--- config.mk ---
export PLATFORM = sky130hd
export DESIGN_NAME = midi_in
export DESIGN_NICKNAME = d
export VERILOG_FILES = /design/src/rtl/midi_pkg.sv /design/src/rtl/midi_uart_rx.sv /design/src/rtl/midi_in.sv
export SDC_FILE = /design/constraint.sdc
export NUM_CORES = 1
export LEC_CHECK = 0
export CORE_ASPECT_RATIO = 0.6
export CORE_MARGIN = 4
export CORE_UTILIZATION = 56
export CTS_CLUSTER_SIZE = 16
export DETAILED_ROUTE_END_ITERATION = 16
export GPL_TIMING_DRIVEN = 1
export PLACE_DENSITY = 0.82
export SYNTH_ARGS = -nofsm -noshare
export SYNTH_HDL_FRONTEND = slang
export SYNTH_HIERARCHICAL = 1
export SYNTH_SLANG_ARGS = --single-unit
--- constraint.sdc ---
create_clock -name clk -period 2.9 [get_ports clk]
set_input_delay 0.725 -clock clk [delete_from_list [all_inputs] [get_ports clk]]
set_output_delay 0.725 -clock clk [all_outputs]
set_load 0.005 [all_outputs]
--- src/rtl/midi_pkg.sv ---
// Shared types, constants and status-byte helpers for the MIDI input receiver.
package midi_pkg;

  typedef enum logic [1:0] {IDLE, START, DATA, STOP} rx_state_t;

  localparam int unsigned MIDI_BAUD_CNT = 3200;
  localparam logic [7:0]  ST_SYSEX_LO   = 8'hF0;
  localparam logic [7:0]  ST_RT_LO      = 8'hF8;

  // Data bytes carried by a channel-voice status; 0 for non-channel bytes.
  function automatic logic [1:0] midi_data_len(input logic [7:0] status);
    logic [1:0] len;
    len = 2'd2;
    if (!status[7] || status >= ST_SYSEX_LO) begin
      len = 2'd0;
    end else if (status[7:5] == 3'b110) begin
      len = 2'd1;
    end
    return len;
  endfunction

endpackage

--- src/rtl/midi_uart_rx.sv ---
// 8N1 serial byte receiver: input synchroniser, start-edge detect, mid-bit sampling.
module midi_uart_rx
  import midi_pkg::*;
#(
  parameter int unsigned BAUD_CNT = MIDI_BAUD_CNT
) (
  input  logic       clk,
  input  logic       rst,
  input  logic       midi_rx,
  output logic       byte_valid,
  output logic [7:0] byte_data,
  output logic       frame_err
);

  localparam int unsigned CNT_W = $clog2(BAUD_CNT);
  localparam logic [CNT_W-1:0] HALF_M1 = CNT_W'(BAUD_CNT / 2 - 1);
  localparam logic [CNT_W-1:0] FULL_M1 = CNT_W'(BAUD_CNT - 1);

  rx_state_t        state_q;
  logic [1:0]       sync_q;
  logic [1:0]       sync_vld_q;
  logic             prev_q;
  logic [CNT_W-1:0] cnt_q;
  logic [2:0]       bit_q;
  logic [7:0]       shift_q;
  logic             rx_s;
  logic             stop_hit;

  assign rx_s = sync_q[1];

  // sync_vld_q masks the reset-preset synchroniser stages so a line held low
  // across reset release never looks like a falling edge.
  always_ff @(posedge clk) begin
    if (rst) begin
      sync_q     <= 2'b11;
      sync_vld_q <= 2'b00;
      prev_q     <= 1'b0;
      state_q    <= IDLE;
      cnt_q      <= '0;
      bit_q      <= '0;
      shift_q    <= '0;
    end else begin
      sync_q     <= {sync_q[0], midi_rx};
      sync_vld_q <= {sync_vld_q[0], 1'b1};
      prev_q     <= rx_s & sync_vld_q[1];
      cnt_q      <= cnt_q + CNT_W'(1);
      case (state_q)
        IDLE: begin
          if (prev_q && !rx_s) begin
            state_q <= START;
            cnt_q   <= '0;
          end
        end
        START: begin
          if (cnt_q == HALF_M1) begin
            cnt_q   <= '0;
            bit_q   <= '0;
            state_q <= rx_s ? IDLE : DATA;
          end
        end
        DATA: begin
          if (cnt_q == FULL_M1) begin
            cnt_q   <= '0;
            shift_q <= {rx_s, shift_q[7:1]};
            bit_q   <= bit_q + 3'd1;
            if (bit_q == 3'd7) begin
              state_q <= STOP;
            end
          end
        end
        STOP: begin
          if (cnt_q == FULL_M1) begin
            cnt_q   <= '0;
            state_q <= IDLE;
          end
        end
        default: state_q <= IDLE;
      endcase
    end
  end

  // Strobes are decoded in the stop-sample cycle; the parser registers them.
  assign stop_hit   = (state_q == STOP) && (cnt_q == FULL_M1);
  assign byte_valid = stop_hit && rx_s;
  assign frame_err  = stop_hit && !rx_s;
  assign byte_data  = shift_q;

endmodule

--- src/rtl/midi_in.sv ---
// MIDI IN port: byte receiver plus running-status message parser with held outputs.
module midi_in
  import midi_pkg::*;
#(
  parameter int unsigned BAUD_CNT = MIDI_BAUD_CNT
) (
  input  logic       clk,
  input  logic       rst,
  input  logic       midi_rx,
  output logic       msg_valid,
  output logic [7:0] msg_status,
  output logic [7:0] msg_data1,
  output logic [7:0] msg_data2,
  output logic [1:0] msg_len,
  output logic       frame_err
);

  logic       rx_valid;
  logic [7:0] rx_data;
  logic       rx_ferr;
  logic [7:0] run_q;
  logic [1:0] need_q;
  logic [7:0] d1_q;
  logic [1:0] byte_len;
  logic [1:0] run_len;

  midi_uart_rx #(.BAUD_CNT(BAUD_CNT)) u_rx (
    .clk        (clk),
    .rst        (rst),
    .midi_rx    (midi_rx),
    .byte_valid (rx_valid),
    .byte_data  (rx_data),
    .frame_err  (rx_ferr)
  );

  assign byte_len = midi_data_len(rx_data);
  assign run_len  = midi_data_len(run_q);

  // Classify each accepted byte; real-time bytes bypass running-status state.
  always_ff @(posedge clk) begin
    if (rst) begin
      run_q      <= '0;
      need_q     <= '0;
      d1_q       <= '0;
      msg_valid  <= 1'b0;
      msg_status <= '0;
      msg_data1  <= '0;
      msg_data2  <= '0;
      msg_len    <= '0;
      frame_err  <= 1'b0;
    end else begin
      msg_valid <= 1'b0;
      frame_err <= rx_ferr;
      if (rx_valid) begin
        if (rx_data >= ST_RT_LO) begin
          msg_valid  <= 1'b1;
          msg_status <= rx_data;
          msg_data1  <= '0;
          msg_data2  <= '0;
          msg_len    <= 2'd1;
        end else if (rx_data >= ST_SYSEX_LO) begin
          run_q  <= '0;
          need_q <= '0;
        end else if (rx_data[7]) begin
          run_q  <= rx_data;
          need_q <= byte_len;
        end else if (run_q != 8'h00 && need_q != 2'd0) begin
          if (need_q == 2'd1) begin
            msg_valid  <= 1'b1;
            msg_status <= run_q;
            msg_len    <= 2'(run_len + 2'd1);
            need_q     <= run_len;
            if (run_len == 2'd2) begin
              msg_data1 <= d1_q;
              msg_data2 <= rx_data;
            end else begin
              msg_data1 <= rx_data;
              msg_data2 <= '0;
            end
          end else begin
            d1_q   <= rx_data;
            need_q <= 2'd1;
          end
        end
      end
    end
  end

endmodule

Yosys cells after proc, flatten, opt, wreduce, memory -nomap -nowiden
Cells that the tools add are included.
{"block": "word_totals", "register_bits": 75, "inputBits": 3}
{"block": "classes", "add_sub_neg": 3, "order_cmp": 3, "eq_ne": 17, "mux": 52, "bitwise_logic": 6, "reduce_logical": 27}
{"op": "8-bit two-way mux", "n": 17}
{"op": "2-bit two-way mux", "n": 19}
{"op": "12-bit two-way mux", "n": 3}
{"op": "12-bit one-hot mux with 3 select lines", "n": 1}
{"op": "8-bit >= comparator (second input constant)", "n": 3}
{"op": "7-bit two-way mux", "n": 2}
{"op": "12-bit by 1-bit adder with 12-bit output (second input constant)", "n": 1}
{"op": "12-bit by 11-bit equality test with 1-bit output (second input constant)", "n": 1}
{"op": "12-bit equality test (second input constant)", "n": 1}
{"op": "2-bit by 1-bit inequality test with 1-bit output (second input constant)", "n": 5}
{"op": "5-bit AND reduction", "n": 2}
{"op": "2-bit nonzero test", "n": 5}
{"op": "3-bit equality test (second input constant)", "n": 3}
{"op": "3-bit AND reduction", "n": 3}
{"op": "2-bit one-hot mux with 4 select lines", "n": 1}
{"op": "8-bit nonzero test", "n": 1}
{"op": "2-bit equality test (second input constant)", "n": 3}
{"op": "1-bit two-way mux", "n": 6}
{"op": "3-bit two-way mux", "n": 2}
{"op": "3-bit one-hot mux with 2 select lines", "n": 1}
{"op": "6-bit AND reduction", "n": 1}
{"op": "1-bit logical AND", "n": 5}
{"op": "1-bit inverter", "n": 5}
{"op": "2-bit by 1-bit equality test with 1-bit output (second input constant)", "n": 2}
{"op": "other kinds (10)", "n": 15}

Depth between registers and ports, before layout
{"block": "depth", "word_depth": 10, "mapped_depth": 11, "ltp_nobuf": 9}

Hierarchy
The synthesis kept the hierarchy.
{"mod": "midi_in", "n_inst": 1, "cells_each": 179, "area_per_inst_um2": 1784.2, "seq_area_each_um2": 860.8}
{"mod": "midi_uart_rx", "n_inst": 1, "cells_each": 134, "area_per_inst_um2": 1313.8, "seq_area_each_um2": 600.6}

Worst setup path before layout
OpenSTA, ideal clock, no wires.
{"block": "synth_path", "path_type": "register -> register", "from": "register u_rx.cnt_q[0]", "to": "register msg_status[0]", "arrival_ns": 2.200, "required_ns": 2.764, "path_slack_ns": 0.564, "path_stages_with_launch": 11, "path_buffers": 2, "period_less_slack_ns": 2.336, "path_cell_list": "dfxtp_1 -> ha_1 -> buf_4 -> nand4b_1 -> nor2_1 -> and3_1 -> and3_1 -> clkbuf_1 -> nand3_1 -> a221oi_1 -> a311oi_1"}
{"block": "synth_between", "elab_chain_cells": 4}
{"element": "start: declaration", "line": "midi_uart_rx.sv:23", "source": "logic [CNT_W-1:0] cnt_q;"}
{"element": "start signal: assignment", "line": "midi_uart_rx.sv:46", "source": "cnt_q <= cnt_q + CNT_W'(1);"}
{"element": "12-bit equality test", "line": "midi_uart_rx.sv:83", "source": "assign stop_hit = (state_q == STOP) && (cnt_q == FULL_M1);"}
{"element": "1-bit logical AND", "line": "midi_uart_rx.sv:83"}
{"element": "1-bit logical AND", "line": "midi_uart_rx.sv:84", "source": "assign byte_valid = stop_hit && rx_s;"}
{"element": "net rx_valid", "line": "midi_in.sv:18", "source": "logic rx_valid;"}
{"element": "5-bit AND reduction (no source line)"}
{"element": "end signal: assignment", "line": "midi_in.sv:57", "source": "msg_status <= rx_data;"}
{"element": "end signal: assignment", "line": "midi_in.sv:70", "source": "msg_status <= run_q;"}
{"element": "end: declaration", "line": "midi_in.sv:11", "source": "output logic [7:0] msg_status,"}
The timed path passes the listed nets, and every way through them passes these cells.
A chain may end at the register's enable or synchronous reset.

Worst setup path in the final report
{"block": "layout_path", "from": "register u_rx.cnt_q[0]", "to": "register msg_data2[4]"}
{"block": "layout_between", "elab_chain_cells": 4}
{"element": "12-bit equality test", "line": "midi_uart_rx.sv:83"}
{"element": "1-bit logical AND", "line": "midi_uart_rx.sv:83"}
{"element": "1-bit logical AND", "line": "midi_uart_rx.sv:84"}
{"element": "net rx_valid", "line": "midi_in.sv:18"}
{"element": "5-bit AND reduction (no source line)"}
{"element": "end signal: assignment", "line": "midi_in.sv:75", "source": "msg_data2 <= rx_data;"}
{"element": "end: declaration", "line": "midi_in.sv:13", "source": "output logic [7:0] msg_data2,"}
The timed path passes the listed nets, and every way through them passes these cells.

==> results.md <==
- The run finished with clean final reports.
- The critical path class is reg2reg.
- The cell taking the most area after synthesis is dfxtp_1.
- The number of antenna repair diodes is 0.
- The final-report max-slew violation count is 0.
- Cells with a size suffix above 1 make up 11.9% of the layout.
- After Yosys synthesis, and, or, nand and nor cells account for 21.3% of the synthesized area.
- After synthesis the netlist holds a flip-flop and latch count of 73.
- The tree is rooted in a clkbuf_8.
- The post-cts sizing count is 0.
- The aggregate global routing overflow is 0.
- Of all flip-flops after synthesis, the portion carrying an async set or reset was 0%.
- The area of the core is 0.00520 mm².
- The number of global-route vias before repair is 2395.
- The analysis attributes to cell leakage a power of 1.49 nW.
- The TritonCTS sink count is 73.
- Setup repair after global routing left no endpoint under its margin.
- Sequential elements use 47.2% of the synthesized area.
- Setup violations remaining at the end of the flow were counted as 0.
- Data on the critical path is required at its endpoint by 3.20 ns.
- The antenna violation net count after detailed routing is 0.
- Dividing the final minimum period by the clock period gives 88.6%.
- The switching power as a share of total power is 23.7%.
- The max-cap violation count is 0.
- The arrival time at the worst endpoint is 2.87 ns.
- Measured on the finished design, the core utilization comes to 69.4%.
- Input and output buffers added on the ports amount to 28.
- For this design the total switching power over the nets is 0.461 mW.
- The die is 65.6 µm tall.
- The post-route setup TNS is 0 ns.
- Detailed placement ended at an HPWL of 4.75 mm.
- The multiplexer share of the synthesized area is 7.43%.
- The worst slack at placement is 0.385 ns.
- In this run the number of H-tree levels came out at 3.
- Counting flops with a built-in enable in the synthesized netlist gives 0.
- The met3 layer wire length in the routed design is 590 µm.
- The number of vias per cell after detailed routing is 5.97.
- The post-synth design cell area is 0.00310 mm².
- The total CTS buffers is 9.
- After floorplanning, the core was divided into 20 placement rows.
- STA classifies the critical path endpoint as a register.
- The number of buffers on the longest clock path is 2.
- The first global-routing pass estimated 12.1 mm of wire.
- Counting every instance in the synthesized netlist gives 313.
- Of the total synthesized cell area, the portion taken by full adders, half adders and majority gates is 1.21%.
- The die is 104 µm wide.
- The slew at the pin with the worst max-slew slack is 0.988 ns.
- The worst hold path belongs to the class reg2reg.
- Walking the worst path, the cells encountered are ha_1, nand4b_1, nor2_1, and3_1, and3_1, o211ai_2, nor3_1, a22o_1.
- Detailed routing placed a total of 2.81 mm of wire on met2.
- In this run the tightest slew margin relative to its limit is 33.7%.
- The die outline area is 0.00683 mm².
- The internal power of the cells totals 1.49 mW.
- The total of warnings raised by yosys is 6.
- For this run, design rule violations remaining after detail routing come to 0.
- The average cell area after synthesis is 9.90 µm².
- The overall via count from detail_route is 2447.
- The commonest cells after synthesis are dfxtp_1 (73), nor2_1 (28), mux2i_1 (23), nand2_1 (19), a21oi_1 (14).
- The slowest stage of the critical path belongs to the cell nor3_1.
- The most used flip-flop cell after synthesis is dfxtp_1.
- Dividing the detail-routed wire length by the instance count gives 16.8 µm.
- The synthesized netlist devotes 15.3% of its cell area to compound gates.
- For this configuration, the core starts out at a cell density of 59.5%.
- After detailed routing, no signal wire sits above met4.
- Global routing used 22.8% of the available tracks.
- STA classifies the critical path startpoint as a register.
- For the final database, setup skew stands at 0.0100 ns.
- The later pin in the worst-skew pair is clocked with a latency of 0.36 ns.
- The worst path meets setup with 0.330 ns of slack.
- The layout overhead on the synthesized area is 16.6%.
- In this design, the stage delay of the slowest critical-path cell is 0.61 ns.
- TritonCTS built the clock tree.
- By area the synthesized netlist is led by dfxtp_1 (47%), mux2i_1 (7.4%), nor2_1 (3.4%).
- The number of iterations in the first detailed-routing pass is 5.
- The number of hold-slack violations in the final timing report came to 0.
- The worst path needs 2.57 ns of the cycle, external delays included.
- The placer congestion estimate is 0.887.
- The synthesized netlist devotes 2.83% of its cell area to XOR and XNOR gates.
- The number of buffers added for setup after CTS is 0.
- The number of antenna violations at the first check in global routing came to 0.
- Combinational cells account for 4.3% of the total power.
- The maximum vdd ir drop is 226 µV.
- In the post-synthesis netlist, the cell with the most instances is dfxtp_1.
- In this run, the clock network consumes 41.8% of the power.
- The total of hold buffers inserted after clock tree synthesis is 0.
- The routed metal-1 wirelength is 3.40 mm.
- The number of top-level pins is 31.
- In this run, flip-flops and latches consume 54.0% of the power.
- The top fanout value on the critical path is 7.
- Among the stages of the critical path, the cell type that occurs most often is and3_1.
- The clock slew seen by the registers of the worst setup and hold paths is 0.08 ns.
- The synthesized design devotes to its leading area cell type 47.2% of total area.
- The number of DRC markers after the initial detailed-route iteration is 197.
- The count of unique library cells instantiated by Yosys is 51.
- The timing-limited maximum frequency is 389 MHz.
- By area, the combinational part of the netlist is dominated by simple AND/OR/NAND/NOR gates.
- The power density of the placed cells is 539 mW/mm².
- In the final design database the tool counted 345 nets.
- Entering global routing, the biggest net connects 20 pins.
- The final layout contains routed wiring with a total length of 6.89 mm.
area by class of cell:
class / instances / area [µm²]
clock buffers: 11 / 141
flip-flops and latches: 73 / 1460
fillers: 402 / 1590
repair buffers: 35 / 333
well taps: 66 / 82.6
multi-input cells: 211 / 1500
clock inverters: 5 / 63.8
inverters: 9 / 33.8
kinds of logic after synthesis:
group,count (synthesis)
XOR/XNOR,10
flip-flops,73
multiplexers,23
other,1
AND/OR/NAND/NOR,114
buffers and inverters,30
adder cells (fa/ha/maj),3
AO/OA/AOI/OAI,59
stage by stage:
step	cells	hold WS [ns]	power, mW	area (µm²)
final	410	0.440	1.95	3610
after global routing	410	0.451	2.03	3610
after floorplan	314	0.389	1.13	3100
after global placement	394	0.396	1.15	3410
after CTS	410	0.454	1.96	3610
after detailed placement	394	0.428	1.16	3410
routing by layer:
layer / GRT usage (%) / up-vias
li1: - / 1189
met1: 31.5 / 1142
met2: 31.7 / 105
met3: 9.62 / 11
met4: 7.63 / 0
met5: 0 / -
path summary, 6_finish.rpt:
check | start | end | slack (ns) | cells past startpoint
worst max-delay path | u_rx/cnt_q[0] | msg_data2[4] | 0.33 | 8
worst min register to register | u_rx/sync_q[0] | u_rx/sync_q[1] | 0.44 | 1
worst max register to register | u_rx/cnt_q[0] | msg_data2[4] | 0.33 | 8
worst min-delay path | u_rx/sync_q[0] | u_rx/sync_q[1] | 0.44 | 1
worst max-delay path, delay by kind of cell, from the launching register on:
kind                       cells  cell delay [ns]
AOI/OAI and AO/OA              2             0.38
adders and majority gates      1             0.18
DFF                            1             0.36
and+or+nand+nor                5             1.59
power groups by stage:
stage	logic (mW)	clock network, mW	registers, mW
floorplan	0.0645	0	1.07
global placement	0.0778	0	1.07
detailed placement	0.0816	0	1.07
CTS	0.0827	0.829	1.05
global route	0.0920	0.884	1.05
finish	0.0832	0.813	1.05
flip-flops by register name (all words and copies together), names as in the netlist, 2 cells and up, named ones only:
| name | flops |
|---|---|
| msg_len | 2 |
| d1_q | 7 |
| u_rx/sync_q | 2 |
| need_q | 2 |
| u_rx/cnt_q | 12 |
| msg_status | 8 |
| run_q | 8 |
| msg_data2 | 7 |
| msg_data1 | 7 |
| u_rx/bit_q | 3 |
| u_rx/sync_vld_q | 2 |
| u_rx/byte_data | 8 |
cell usage in the layout, fill, tap and decap left out, types with 9 or more instances in the layout:
cell type and instances:
nand3_1 11, nor2_1 28, a21oi_1 14, dfxtp_1 73
clkbuf_8 10, o2bb2ai_1 9, clkdlybuf4s50_1 28, nand4_1 11
inv_1 9, xor2_1 9, nand2_1 19, mux2i_1 23
No activity file was read; power rests on OpenSTA's default activity.
